===== config.mk =====
export PLATFORM = sky130hd
export DESIGN_NAME = div_unit_flat
export DESIGN_NICKNAME = d
export VERILOG_FILES = /design/src/rtl/div_unit_pkg.sv /design/src/rtl/div_unit_if.sv /design/src/rtl/div_unit_step.sv /design/src/rtl/div_unit.sv /design/src/flat_wrapper.sv
export SDC_FILE = /design/constraint.sdc
export NUM_CORES = 1
export LEC_CHECK = 0
export CORE_UTILIZATION = 52
export DETAILED_ROUTE_END_ITERATION = 8
export GPL_TIMING_DRIVEN = 0
export PLACE_DENSITY_LB_ADDON = 0.05
export SLEW_MARGIN = 15
export SYNTH_ARGS = -nofsm -noshare
export SYNTH_HDL_FRONTEND = slang
export SYNTH_HIERARCHICAL = 1
export SYNTH_SLANG_ARGS = --single-unit

===== constraint.sdc =====
create_clock -name clk -period 3.7 [get_ports clk]
set_clock_uncertainty 0.2 [all_clocks]
set_input_delay 0.555 -clock clk [delete_from_list [all_inputs] [get_ports clk]]
set_output_delay 0.555 -clock clk [all_outputs]
set_load 0.005 [all_outputs]

===== src/rtl/div_unit_pkg.sv =====
// Shared types for the execute-stage divider.
//   bus_type       - 32-bit register operand / result word
//   div_op_type    - DIV, DIVU, REM, REMU
//   div_state_type - divider FSM states IDLE, CALC, DONE
//   DIV_ITERATIONS - restoring steps per operation (one per quotient bit)
package types;

    typedef logic [31:0] bus_type;

    typedef enum logic [1:0] {
        DIV,
        DIVU,
        REM,
        REMU
    } div_op_type;

    typedef enum logic [1:0] {
        IDLE,
        CALC,
        DONE
    } div_state_type;

    localparam int unsigned DIV_ITERATIONS = 32;

endpackage


===== src/rtl/div_unit_if.sv =====
// Request/response bundle between decode/execute and the divider.
//   start  - request, sampled only when the divider can accept
//   op     - DIV / DIVU / REM / REMU, sampled with start
//   a, b   - dividend and divisor, sampled with start
//   busy   - divider holds an operation
//   done   - one-cycle pulse, result valid while high
//   result - quotient or remainder
// master: requester side, slave: divider side.
interface div_unit_if;
    import types::*;

    logic       start;
    div_op_type op;
    bus_type    a;
    bus_type    b;
    logic       busy;
    logic       done;
    bus_type    result;

    modport master (
        output start, op, a, b,
        input  busy, done, result
    );

    modport slave (
        input  start, op, a, b,
        output busy, done, result
    );

endinterface


===== src/rtl/div_unit_step.sv =====
// One combinational restoring-division iteration.
//   rem_in  - 33-bit partial remainder
//   quo_in  - quotient register (unconsumed dividend bits shift out of the top)
//   dvs     - 33-bit divisor magnitude
//   rem_out - next partial remainder
//   quo_out - next quotient register, new quotient bit in the LSB
module div_step
    import types::*;
(
    input  logic [32:0] rem_in,
    input  bus_type     quo_in,
    input  logic [32:0] dvs,
    output logic [32:0] rem_out,
    output bus_type     quo_out
);

    logic [33:0] rem_sh;
    logic [33:0] diff;

    always_comb begin
        rem_sh = {rem_in, quo_in[31]};
        // One guard bit above the 33-bit values makes the sign of the trial
        // subtraction unambiguous.
        diff   = rem_sh - {1'b0, dvs};
        if (!diff[33]) begin
            rem_out = diff[32:0];
            quo_out = {quo_in[30:0], 1'b1};
        end else begin
            rem_out = rem_sh[32:0];
            quo_out = {quo_in[30:0], 1'b0};
        end
    end

endmodule


===== src/rtl/div_unit.sv =====
// Iterative RV32M divide/remainder unit (DIV, DIVU, REM, REMU).
// Ports:
//   clk   - clock, rising edge
//   rst_n - asynchronous active-low reset
//   bus   - div_unit_if.slave: start/op/a/b in, busy/done/result out
// One restoring step per CALC cycle; the final CALC edge applies the sign
// fix-up and special cases, giving done 33 edges after the accept edge.
// Build option: DIV_EARLY_OUT_EN - divide-by-zero and signed overflow go
// straight to DONE, so done appears in the cycle after the accept edge.
module div_unit
    import types::*;
(
    input  logic        clk,
    input  logic        rst_n,
    div_unit_if.slave   bus
);

    div_state_type state;
    logic [4:0]    cnt;
    logic          fin;       // all iterations done, next CALC edge finalises
    logic [32:0]   rem_q;
    bus_type       quo_q;
    logic [32:0]   dvs_q;
    div_op_type    op_q;
    logic          qneg_q;
    logic          rneg_q;
    logic          dz_q;
    logic          ovf_q;
    bus_type       a_q;       // original dividend, returned by REM on /0
    logic          busy_q;
    logic          done_q;
    bus_type       result_q;

    logic          is_signed;
    logic          dz_in;
    logic          ovf_in;
    bus_type       a_mag;
    logic [32:0]   b_mag;
    logic [32:0]   rem_nx;
    bus_type       quo_nx;
    bus_type       fin_val;

    function automatic bus_type special_res(div_op_type o, logic dz, bus_type a_orig);
        logic is_quo;
        is_quo = (o == DIV) || (o == DIVU);
        if (dz)
            special_res = is_quo ? 32'hFFFF_FFFF : a_orig;
        else
            special_res = is_quo ? 32'h8000_0000 : 32'h0000_0000;
    endfunction

    always_comb begin
        is_signed = (bus.op == DIV) || (bus.op == REM);
        dz_in     = (bus.b == '0);
        ovf_in    = is_signed && (bus.a == 32'h8000_0000) && (bus.b == '1);
        a_mag     = (is_signed && bus.a[31]) ? 32'd0 - bus.a : bus.a;
        b_mag     = (is_signed && bus.b[31]) ? 33'd0 - {bus.b[31], bus.b}
                                             : {1'b0, bus.b};
    end

    div_step u_step (
        .rem_in  (rem_q),
        .quo_in  (quo_q),
        .dvs     (dvs_q),
        .rem_out (rem_nx),
        .quo_out (quo_nx)
    );

    always_comb begin
        if (dz_q || ovf_q)
            fin_val = special_res(op_q, dz_q, a_q);
        else if ((op_q == DIV) || (op_q == DIVU))
            fin_val = qneg_q ? 32'd0 - quo_q : quo_q;
        else
            fin_val = bus_type'(rneg_q ? 33'd0 - rem_q : rem_q);
    end

    always_ff @(posedge clk or negedge rst_n) begin
        if (!rst_n) begin
            state    <= IDLE;
            cnt      <= '0;
            fin      <= 1'b0;
            rem_q    <= '0;
            quo_q    <= '0;
            dvs_q    <= '0;
            op_q     <= DIV;
            qneg_q   <= 1'b0;
            rneg_q   <= 1'b0;
            dz_q     <= 1'b0;
            ovf_q    <= 1'b0;
            a_q      <= '0;
            busy_q   <= 1'b0;
            done_q   <= 1'b0;
            result_q <= '0;
        end else begin
            done_q <= 1'b0;
            case (state)
                // The DONE->IDLE edge also accepts a waiting request, which
                // keeps back-to-back operations 34 cycles apart with busy held.
                IDLE, DONE: begin
                    if (bus.start) begin
                        rem_q  <= '0;
                        quo_q  <= a_mag;
                        dvs_q  <= b_mag;
                        op_q   <= bus.op;
                        qneg_q <= is_signed && (bus.a[31] ^ bus.b[31]);
                        rneg_q <= is_signed && bus.a[31];
                        dz_q   <= dz_in;
                        ovf_q  <= ovf_in;
                        a_q    <= bus.a;
                        cnt    <= '0;
                        fin    <= 1'b0;
                        busy_q <= 1'b1;
`ifdef DIV_EARLY_OUT_EN
                        if (dz_in || ovf_in) begin
                            state    <= DONE;
                            done_q   <= 1'b1;
                            result_q <= special_res(bus.op, dz_in, bus.a);
                        end else begin
                            state <= CALC;
                        end
`else
                        state <= CALC;
`endif
                    end else begin
                        state  <= IDLE;
                        busy_q <= 1'b0;
                    end
                end
                CALC: begin
                    if (!fin) begin
                        rem_q <= rem_nx;
                        quo_q <= quo_nx;
                        if (cnt == 5'(DIV_ITERATIONS - 1))
                            fin <= 1'b1;
                        else
                            cnt <= cnt + 5'd1;
                    end else begin
                        state    <= DONE;
                        done_q   <= 1'b1;
                        result_q <= fin_val;
                        cnt      <= '0;
                        fin      <= 1'b0;
                    end
                end
                default: begin
                    state  <= IDLE;
                    busy_q <= 1'b0;
                end
            endcase
        end
    end

    assign bus.busy   = busy_q;
    assign bus.done   = done_q;
    assign bus.result = result_q;

endmodule


===== src/flat_wrapper.sv =====
// flat-port wrapper written by rule: the top's interface ports become plain ports
module div_unit_flat import types::*;
  (clk, rst_n, bus_start, bus_op, bus_a, bus_b, bus_busy, bus_done, bus_result);
  div_unit_if bus_i ();
  input  logic clk;
  input  logic rst_n;
  input wire logic [$bits(bus_i.start)-1:0] bus_start;
  input wire logic [$bits(bus_i.op)-1:0] bus_op;
  input wire logic [$bits(bus_i.a)-1:0] bus_a;
  input wire logic [$bits(bus_i.b)-1:0] bus_b;
  output wire logic [$bits(bus_i.busy)-1:0] bus_busy;
  output wire logic [$bits(bus_i.done)-1:0] bus_done;
  output wire logic [$bits(bus_i.result)-1:0] bus_result;
  assign bus_i.start = bus_start;
  assign bus_i.op = bus_op;
  assign bus_i.a = bus_a;
  assign bus_i.b = bus_b;
  assign bus_busy = bus_i.busy;
  assign bus_done = bus_i.done;
  assign bus_result = bus_i.result;
  div_unit u_core (.clk(clk), .rst_n(rst_n), .bus(bus_i));
endmodule

### Word level (Yosys, flattened, before mapping)

Index checks and enable logic that the tools add are counted.

| storage, ports and cells | value |
|---|---|
| register bits | 178 |
| latch bits | 0 |
| bits in writable memories | 0 |
| memory bits (read-only) | 0 |
| output and inout port bits | 34 |
| word-level logic and storage cells | 84 |
| memories kept | 0 |

| operators by class | value |
|---|---|
| add/subtract/negate cells | 6 |
| multipliers | 0 |
| divide/modulo/power cells | 0 |
| order comparisons | 0 |
| equal/unequal tests | 11 |
| shift operators | 0 |
| multiplexer cells | 32 |
| bitwise logic cells | 1 |
| reductions and logical operators | 19 |

Operator list:

| kind | number |
|---|---|
| 32-bit 2-to-1 mux | 10 |
| 33-bit 2-to-1 mux | 4 |
| 1-bit by 32-bit subtractor with 32-bit output (first input constant) | 3 |
| 33-bit one-hot mux with 2 select lines | 1 |
| 32-bit equality test (second input constant) | 2 |
| 32-bit one-hot mux with 2 select lines | 1 |
| 34-bit by 33-bit subtractor with 34-bit output | 1 |
| 1-bit by 32-bit subtractor with 33-bit output (first input constant) | 1 |
| 32-bit logical NOT | 1 |
| 5-bit 2-to-1 mux | 3 |
| 5-bit one-hot mux with 2 select lines | 1 |
| 1-bit 2-to-1 mux | 8 |
| 2-bit logical NOT | 3 |
| 2-bit AND reduction | 3 |
| 3-bit AND reduction | 2 |
| 5-bit by 1-bit adder with 5-bit output (second input constant) | 1 |
| 5-bit equality test (second input constant) | 1 |
| 1-bit logical AND | 5 |
| 2-bit by 1-bit equality test with 1-bit output (second input constant) | 2 |
| 2-bit equality test (second input constant) | 2 |
| 2-bit != test (second input constant) | 2 |
| 1-bit one-hot mux with 2 select lines | 2 |
| 2-bit one-hot mux with 2 select lines | 1 |
| 1-bit logical OR | 3 |
| other kinds (6) | 6 |

### Logic depth before layout (Yosys ltp)

| depth | value |
|---|---|
| depth after elaboration | 6 |
| mapped depth | 15 |
| depth with buffers taken out | 14 |

### By module

The synthesis kept the hierarchy.

By module, submodules not included:

| module | times used | cells an instance | area an instance (sq um) | sequential area each (sq um) |
|---|---|---|---|---|
| div_unit | 1 | 1232 | 10236.1 | 4429.2 |
| div_step | 1 | 338 | 2607.5 | 0.0 |

### Worst setup path after synthesis

OpenSTA, ideal clock, no wires.

| timing | value |
|---|---|
| kind | reg2reg |
| from | reg u_core.rem_q[15] |
| to | reg u_core.rem_q[30] |
| setup time | 0.133 ns |
| arrival | 2.920 ns |
| path slack | 0.448 ns |
| cell stages (with the launch flop) | 14 |
| buffers on the path | 1 |
| clock period less this slack | 3.252 ns |
| cell sequence | dfrtp_1 -> ha_1 -> a211oi_1 -> o21bai_2 -> a21oi_1 -> o221a_2 -> a311oi_2 -> a31oi_1 -> o21ai_2 -> xor2_4 -> buf_6 -> mux2_4 -> nand2_1 -> o31ai_1 |

| on the way | value |
|---|---|
| word-level cells in the longest chain between the ends | 4 |

Ends and longest elaborated chain:

| element | line | RTL |
|---|---|---|
| start, declared | div_unit.sv:21 | `logic [32:0] rem_q;` |
| start signal, assigned | div_unit.sv:132 | `rem_q <= rem_nx;` |
| 34-bit by 33-bit subtractor with 34-bit output | div_unit_step.sv:24 | `diff = rem_sh - {1'b0, dvs};` |
| 33-bit 2-to-1 mux | div_unit_step.sv:25 | `if (!diff[33]) begin` |
| named net u_core.rem_nx[30] | div_unit.sv:39 | `logic [32:0] rem_nx;` |
| 33-bit 2-to-1 mux | div_unit.sv:131 | `if (!fin) begin` |
| 33-bit one-hot mux with 2 select lines | div_unit.sv:97 | `case (state)` |

The timed path passes the listed nets, and every way through them passes these cells. The select of a mux whose other input is x is not followed.
A chain may end at the register's enable or synchronous reset.

### Worst setup path after layout

| timing | value |
|---|---|
| from | reg u_core.quo_q[31] |
| to | reg u_core.rem_q[14] |

| on the way | value |
|---|---|
| word-level cells in the longest chain between the ends | 4 |

Ends and longest elaborated chain:

| element | line | RTL |
|---|---|---|
| start, declared | div_unit.sv:22 | `bus_type quo_q;` |
| start signal, assigned | div_unit.sv:103 | `quo_q <= a_mag;` |
| start signal, assigned | div_unit.sv:133 | `quo_q <= quo_nx;` |
| 34-bit by 33-bit subtractor with 34-bit output | div_unit_step.sv:24 |  |
| 33-bit 2-to-1 mux | div_unit_step.sv:25 |  |
| named net u_core.rem_nx[14] | div_unit.sv:39 |  |
| 33-bit 2-to-1 mux | div_unit.sv:131 |  |
| 33-bit one-hot mux with 2 select lines | div_unit.sv:97 |  |

The timed path passes the listed nets, and every way through them passes these cells. The select of a mux whose other input is x is not followed.

==> Implementation_results.wiki <==
{| class="wikitable"
! Metric !! Value
|-
| HPWL Detailed || 32000 µm
|-
| ANT nets after route || 0
|-
| Worst endpoint data arrival time || 3.78 ns
|-
| DRC viols || 0
|-
| CP Max Fanout || 5
|-
| DR vias || 12665
|-
| Post-DR wirelength/cell || 20.9 µm
|-
| Length in cells of the worst reg-to-reg path || 15
|-
| Net count after synthesis || 1680
|-
| Share of the cycle needed by the critical path after routing || 98.8%
|-
| Total length of routed met3 wires || 3970 µm
|-
| Net Sw Frac || 46.1%
|-
| Met2 routed WL || 18800 µm
|-
| Non-Filler Cell Area, Final || 0.0153 mm²
|-
| CTS root buf || sky130_fd_sc_hd__clkbuf_16
|-
| Total Power Consumption || 0.0158 W
|-
| Number of max-slew violations in the final report || 0
|-
| Top routing layer used || met4
|-
| Reg-to-reg startpoint || u_core/quo_q[31]
|-
| Data required time of the critical path || 3.83 ns
|-
| CTS HTree Levels || 4
|-
| DR vias/cell || 6.19
|-
| First-pass DRT Iterations || 6
|-
| Hold path cells || 2
|-
| Capturing element type of the critical path || flip-flop
|-
| Detailed-routing wirelength on met1 || 18800 µm
|-
| Startpoint Class || flip-flop
|-
| Switching power || 0.00729 W
|-
| Count of flip-flops with a built-in enable after synthesis || 0
|-
| Ant. Diodes || 0
|-
| # clock sinks || 177
|-
| Ratio of total power to cell area || 1030 mW/mm²
|-
| Unrepaired setup endpoints after global routing || yes
|-
| Number of max-cap violations || 0
|-
| GRT Resource Usage Total || 33.7%
|-
| First-pass GRT wire length || 66500 µm
|-
| Die footprint || 0.0253 mm²
|-
| TritonCTS clock tree || done
|-
| Proportion of power drawn by combinational gates || 64.1%
|-
| Internal power of the cells || 0.00853 W
|-
| Number of placed I/O pins || 103
|-
| Status || finished, final reports clean
|-
| Overall overflow remaining after global route || 0
|-
| Number of buffers inserted during clock tree synthesis || 17
|-
| Fin crit period || 3.66 ns
|-
| Yosys cell types || 81
|-
| Mapped Cells || 1570
|-
| Relative max-transition margin || 27.7%
|-
| Final setup violation count || 0
|-
| Register-to-register setup slack || 0.04 ns
|-
| Path class of the lowest-slack min-delay path || flip-flop to flip-flop
|-
| Area growth from synthesis to final layout || 19.2%
|-
| Post-Synthesis Mean Instance Area || 8.18 µm²
|-
| Max VDD drop || 0.535 mV
|-
| Worst Max-Slew Pin Slew || 1.08 ns
|-
| Standard-cell rows || 57
|-
| Post-synthesis register bit count || 177
|-
| Total of buffers placed on input and output ports || 102
|-
| Dominant synthesized flop cell || sky130_fd_sc_hd__dfrtp_1
|-
| Hold Fails Final Rpt || 0
|-
| Ys async rst share || 100%
|-
| Final net count || 1820
|-
| Synthesis warning total || 6
|-
| Core area || 0.0242 mm²
|-
| TNS Setup || 0 ns
|-
| FF-to-FF End || u_core/rem_q[14]
|-
| Starting Density || 53.0%
|-
| Weighted congestion at the end of routability-driven global placement || 0.996
|-
| Reported leakage power || 6.44 nW
|-
| Hold endpoint || u_core/dvs_q[5]
|-
| Fraction of final layout cells sized beyond drive strength 1 || 10.9%
|-
| Antenna violations before repair || 0
|-
| Clock transition at the registers of the reported paths || 0.08 ns
|-
| Worst slack on hold paths || 0.283 ns
|-
| Final WL || 42700 µm
|-
| Power share of the sequential group || 24.4%
|-
| Vias in the first global route || 12003
|-
| Die Height || 159 µm
|-
| Critical path type || flip-flop to flip-flop
|-
| Sequential share of the synthesized area || 34.5%
|-
| DP Area || 0.0143 mm²
|-
| Drt initial violations || 1333
|-
| Latest clock arrival within the worst-skew pair || 0.44 ns
|-
| Horizontal die dimension || 159 µm
|-
| Part of the total power dissipated in the clock network || 11.5%
|-
| Maximum number of pins on one net before global-route repair || 91
|-
| Source of the worst hold timing path || u_core/dvs_q[5]
|-
| Maximum root-to-sink buffer count || 2
|-
| Fmax || 0.274 GHz
|-
| Netlist Area Pre-Place || 0.0128 mm²
|}
==> worst max path at each step <==
| stage | startpoint | endpoint | slack [ns] | cells past startpoint |
|---|---|---|---|---|
| finish | u_core/quo_q[31] | u_core/rem_q[14] | 0.04 | 15 |
| global route | u_core/dvs_q[1] | u_core/rem_q[18] | -0.10 | 15 |
| CTS | u_core/quo_q[31] | u_core/rem_q[30] | 0.02 | 14 |
| detailed placement | u_core/quo_q[31] | u_core/rem_q[30] | -0.41 | 14 |
| global placement | rst_n | u_core/a_q[6] | -5.78 | 1 |
| floorplan | u_core/rem_q[15] | u_core/rem_q[30] | 0.45 | 13 |
==> power by group through the flow <==
stage	sequential (W)	combinational [W]	clock (W)
floorplan	0.00348	0.00674	0
global placement	0.00384	0.00883	0
detailed placement	0.00385	0.00897	0
CTS	0.00383	0.00917	0.00185
global route	0.00395	0.0110	0.00192
finish	0.00385	0.0101	0.00182
==> worst max-delay path, cell delays in order, from the launching register on <==
cell	delay (ns)
sky130_fd_sc_hd__dfrtp_2	0.42
sky130_fd_sc_hd__inv_1	0.11
sky130_fd_sc_hd__ha_2	0.23
sky130_fd_sc_hd__nor2b_4	0.16
sky130_fd_sc_hd__o2111ai_4	0.18
sky130_fd_sc_hd__a211oi_4	0.36
sky130_fd_sc_hd__o21ai_4	0.13
sky130_fd_sc_hd__a311oi_2	0.29
sky130_fd_sc_hd__a31oi_1	0.17
sky130_fd_sc_hd__o21ai_2	0.25
sky130_fd_sc_hd__xor2_4	0.30
sky130_fd_sc_hd__buf_6	0.18
sky130_fd_sc_hd__clkbuf_16	0.15
sky130_fd_sc_hd__mux2_4	0.30
sky130_fd_sc_hd__nand2_2	0.05
sky130_fd_sc_hd__nand2_1	0.05
==> synth_stat cells, types with 9 or more instances <==
| cell type | n | share of area [%] |
|---|---|---|
| sky130_fd_sc_hd__xor2_1 | 56 | 3.8 |
| sky130_fd_sc_hd__o22ai_1 | 11 | 0.54 |
| sky130_fd_sc_hd__nand3_1 | 51 | 2.0 |
| sky130_fd_sc_hd__o211ai_1 | 18 | 1.1 |
| sky130_fd_sc_hd__nor3_1 | 25 | 0.97 |
| sky130_fd_sc_hd__a31oi_1 | 25 | 1.2 |
| sky130_fd_sc_hd__o21ai_0 | 137 | 5.3 |
| sky130_fd_sc_hd__nand2_1 | 263 | 7.7 |
| sky130_fd_sc_hd__o31ai_1 | 31 | 1.8 |
| sky130_fd_sc_hd__xnor2_1 | 79 | 5.4 |
| sky130_fd_sc_hd__o41ai_1 | 17 | 1.2 |
| sky130_fd_sc_hd__buf_4 | 33 | 1.9 |
| sky130_fd_sc_hd__nor4_1 | 15 | 0.73 |
| sky130_fd_sc_hd__or4_1 | 14 | 0.82 |
| sky130_fd_sc_hd__mux2_4 | 27 | 3.2 |
| sky130_fd_sc_hd__a21oi_1 | 77 | 3.0 |
| sky130_fd_sc_hd__inv_1 | 68 | 2.0 |
| sky130_fd_sc_hd__dfrtp_1 | 177 | 34 |
| sky130_fd_sc_hd__a221oi_1 | 14 | 0.95 |
| sky130_fd_sc_hd__buf_1 | 9 | 0.26 |
| sky130_fd_sc_hd__ha_1 | 40 | 3.9 |
| sky130_fd_sc_hd__nand2b_1 | 12 | 0.58 |
| sky130_fd_sc_hd__nand4_1 | 13 | 0.63 |
| sky130_fd_sc_hd__a21o_1 | 11 | 0.64 |
| sky130_fd_sc_hd__nor2b_1 | 10 | 0.49 |
| sky130_fd_sc_hd__clkbuf_1 | 73 | 2.1 |
| sky130_fd_sc_hd__a211oi_1 | 10 | 0.58 |
| sky130_fd_sc_hd__nor2_1 | 115 | 3.4 |
| sky130_fd_sc_hd__or3_1 | 19 | 0.93 |
==> metal layers <==
metal	vias up	track usage (%)
li1	5814	-
met1	6180	48.1
met2	610	50.8
met3	61	6.90
met4	0	11.5
met5	-	0
==> registers in the layout (all words and copies together) (netlist names), 2 cells and up <==
register / flops
u_core/a_q: 32
u_core/bus.result: 32
u_core/cnt: 5
u_core/dvs_q: 33
u_core/quo_q: 32
u_core/rem_q: 33
u_core/state: 2
==> cells in the final DEF, fill, tap and decap left out, types with 6 or more instances in the layout <==
cell	count
sky130_fd_sc_hd__a211oi_1	9
sky130_fd_sc_hd__ha_1	30
sky130_fd_sc_hd__clkbuf_16	19
sky130_fd_sc_hd__nand2b_1	12
sky130_fd_sc_hd__nor4_1	14
sky130_fd_sc_hd__o22ai_1	11
sky130_fd_sc_hd__buf_4	44
sky130_fd_sc_hd__mux2_4	30
sky130_fd_sc_hd__inv_1	68
sky130_fd_sc_hd__o41ai_1	17
sky130_fd_sc_hd__o211ai_1	18
sky130_fd_sc_hd__nand2_1	252
sky130_fd_sc_hd__or2_2	6
sky130_fd_sc_hd__nor3_1	25
sky130_fd_sc_hd__or4_1	14
sky130_fd_sc_hd__nand2_2	11
sky130_fd_sc_hd__xor2_1	56
sky130_fd_sc_hd__a21o_1	11
sky130_fd_sc_hd__or3_1	19
sky130_fd_sc_hd__o21ai_0	137
sky130_fd_sc_hd__dfrtp_2	6
sky130_fd_sc_hd__dfrtp_1	171
sky130_fd_sc_hd__nand4_1	13
sky130_fd_sc_hd__xnor2_1	79
sky130_fd_sc_hd__o221ai_1	6
sky130_fd_sc_hd__clkdlybuf4s50_1	101
sky130_fd_sc_hd__o31ai_1	30
sky130_fd_sc_hd__a31oi_1	24
sky130_fd_sc_hd__ha_4	6
sky130_fd_sc_hd__mux2i_1	7
sky130_fd_sc_hd__nand3_1	51
sky130_fd_sc_hd__a221oi_1	14
sky130_fd_sc_hd__clkbuf_1	73
sky130_fd_sc_hd__and3_1	7
sky130_fd_sc_hd__nor2_1	114
sky130_fd_sc_hd__a21oi_1	75
sky130_fd_sc_hd__buf_1	9
sky130_fd_sc_hd__nor2b_1	9
==> cells by family after synthesis <==
family	count (synthesis)	synth area share, %
flip-flops	177	34.5
AO/OA/AOI/OAI	409	20.4
adder cells (fa/ha/maj)	41	4.05
AND/OR/NAND/NOR	577	20.7
XOR/XNOR	136	9.42
multiplexers	39	4.14
buffers and inverters	191	6.85
==> area by class of cell <==
cell class | count | area (µm²)
fill | 2160 | 8940
multi-input combinational | 1202 | 7730
sequential | 177 | 4440
timing repair buffer | 121 | 1250
buffer | 122 | 647
clock buffer | 17 | 425
tap | 324 | 405
inverter | 69 | 259
clock inverter | 15 | 151
==> through the flow <==
| stage | setup WS [ns] | util [%] | std cells |
|---|---|---|---|
| after floorplan | 0.448 | - | 1570 |
| after global placement | -5.78 | 58.8 | 1996 |
| after detailed placement | -0.411 | 59.0 | 1997 |
| after CTS | 0.0179 | 61.7 | 2034 |
| after global routing | -0.103 | 63.1 | 2047 |
| final | 0.0441 | 63.1 | 2047 |
==> repair_timing <==
action,CTS,global route
setup buffers,4,11
resized for setup,7,46
hold endpoints to repair,87,0
endpoints found under the setup margin,34,32
gates cloned,0,2
pin swaps,3,18
hold buffers,1,0
(Power assumes the default switching activity.)
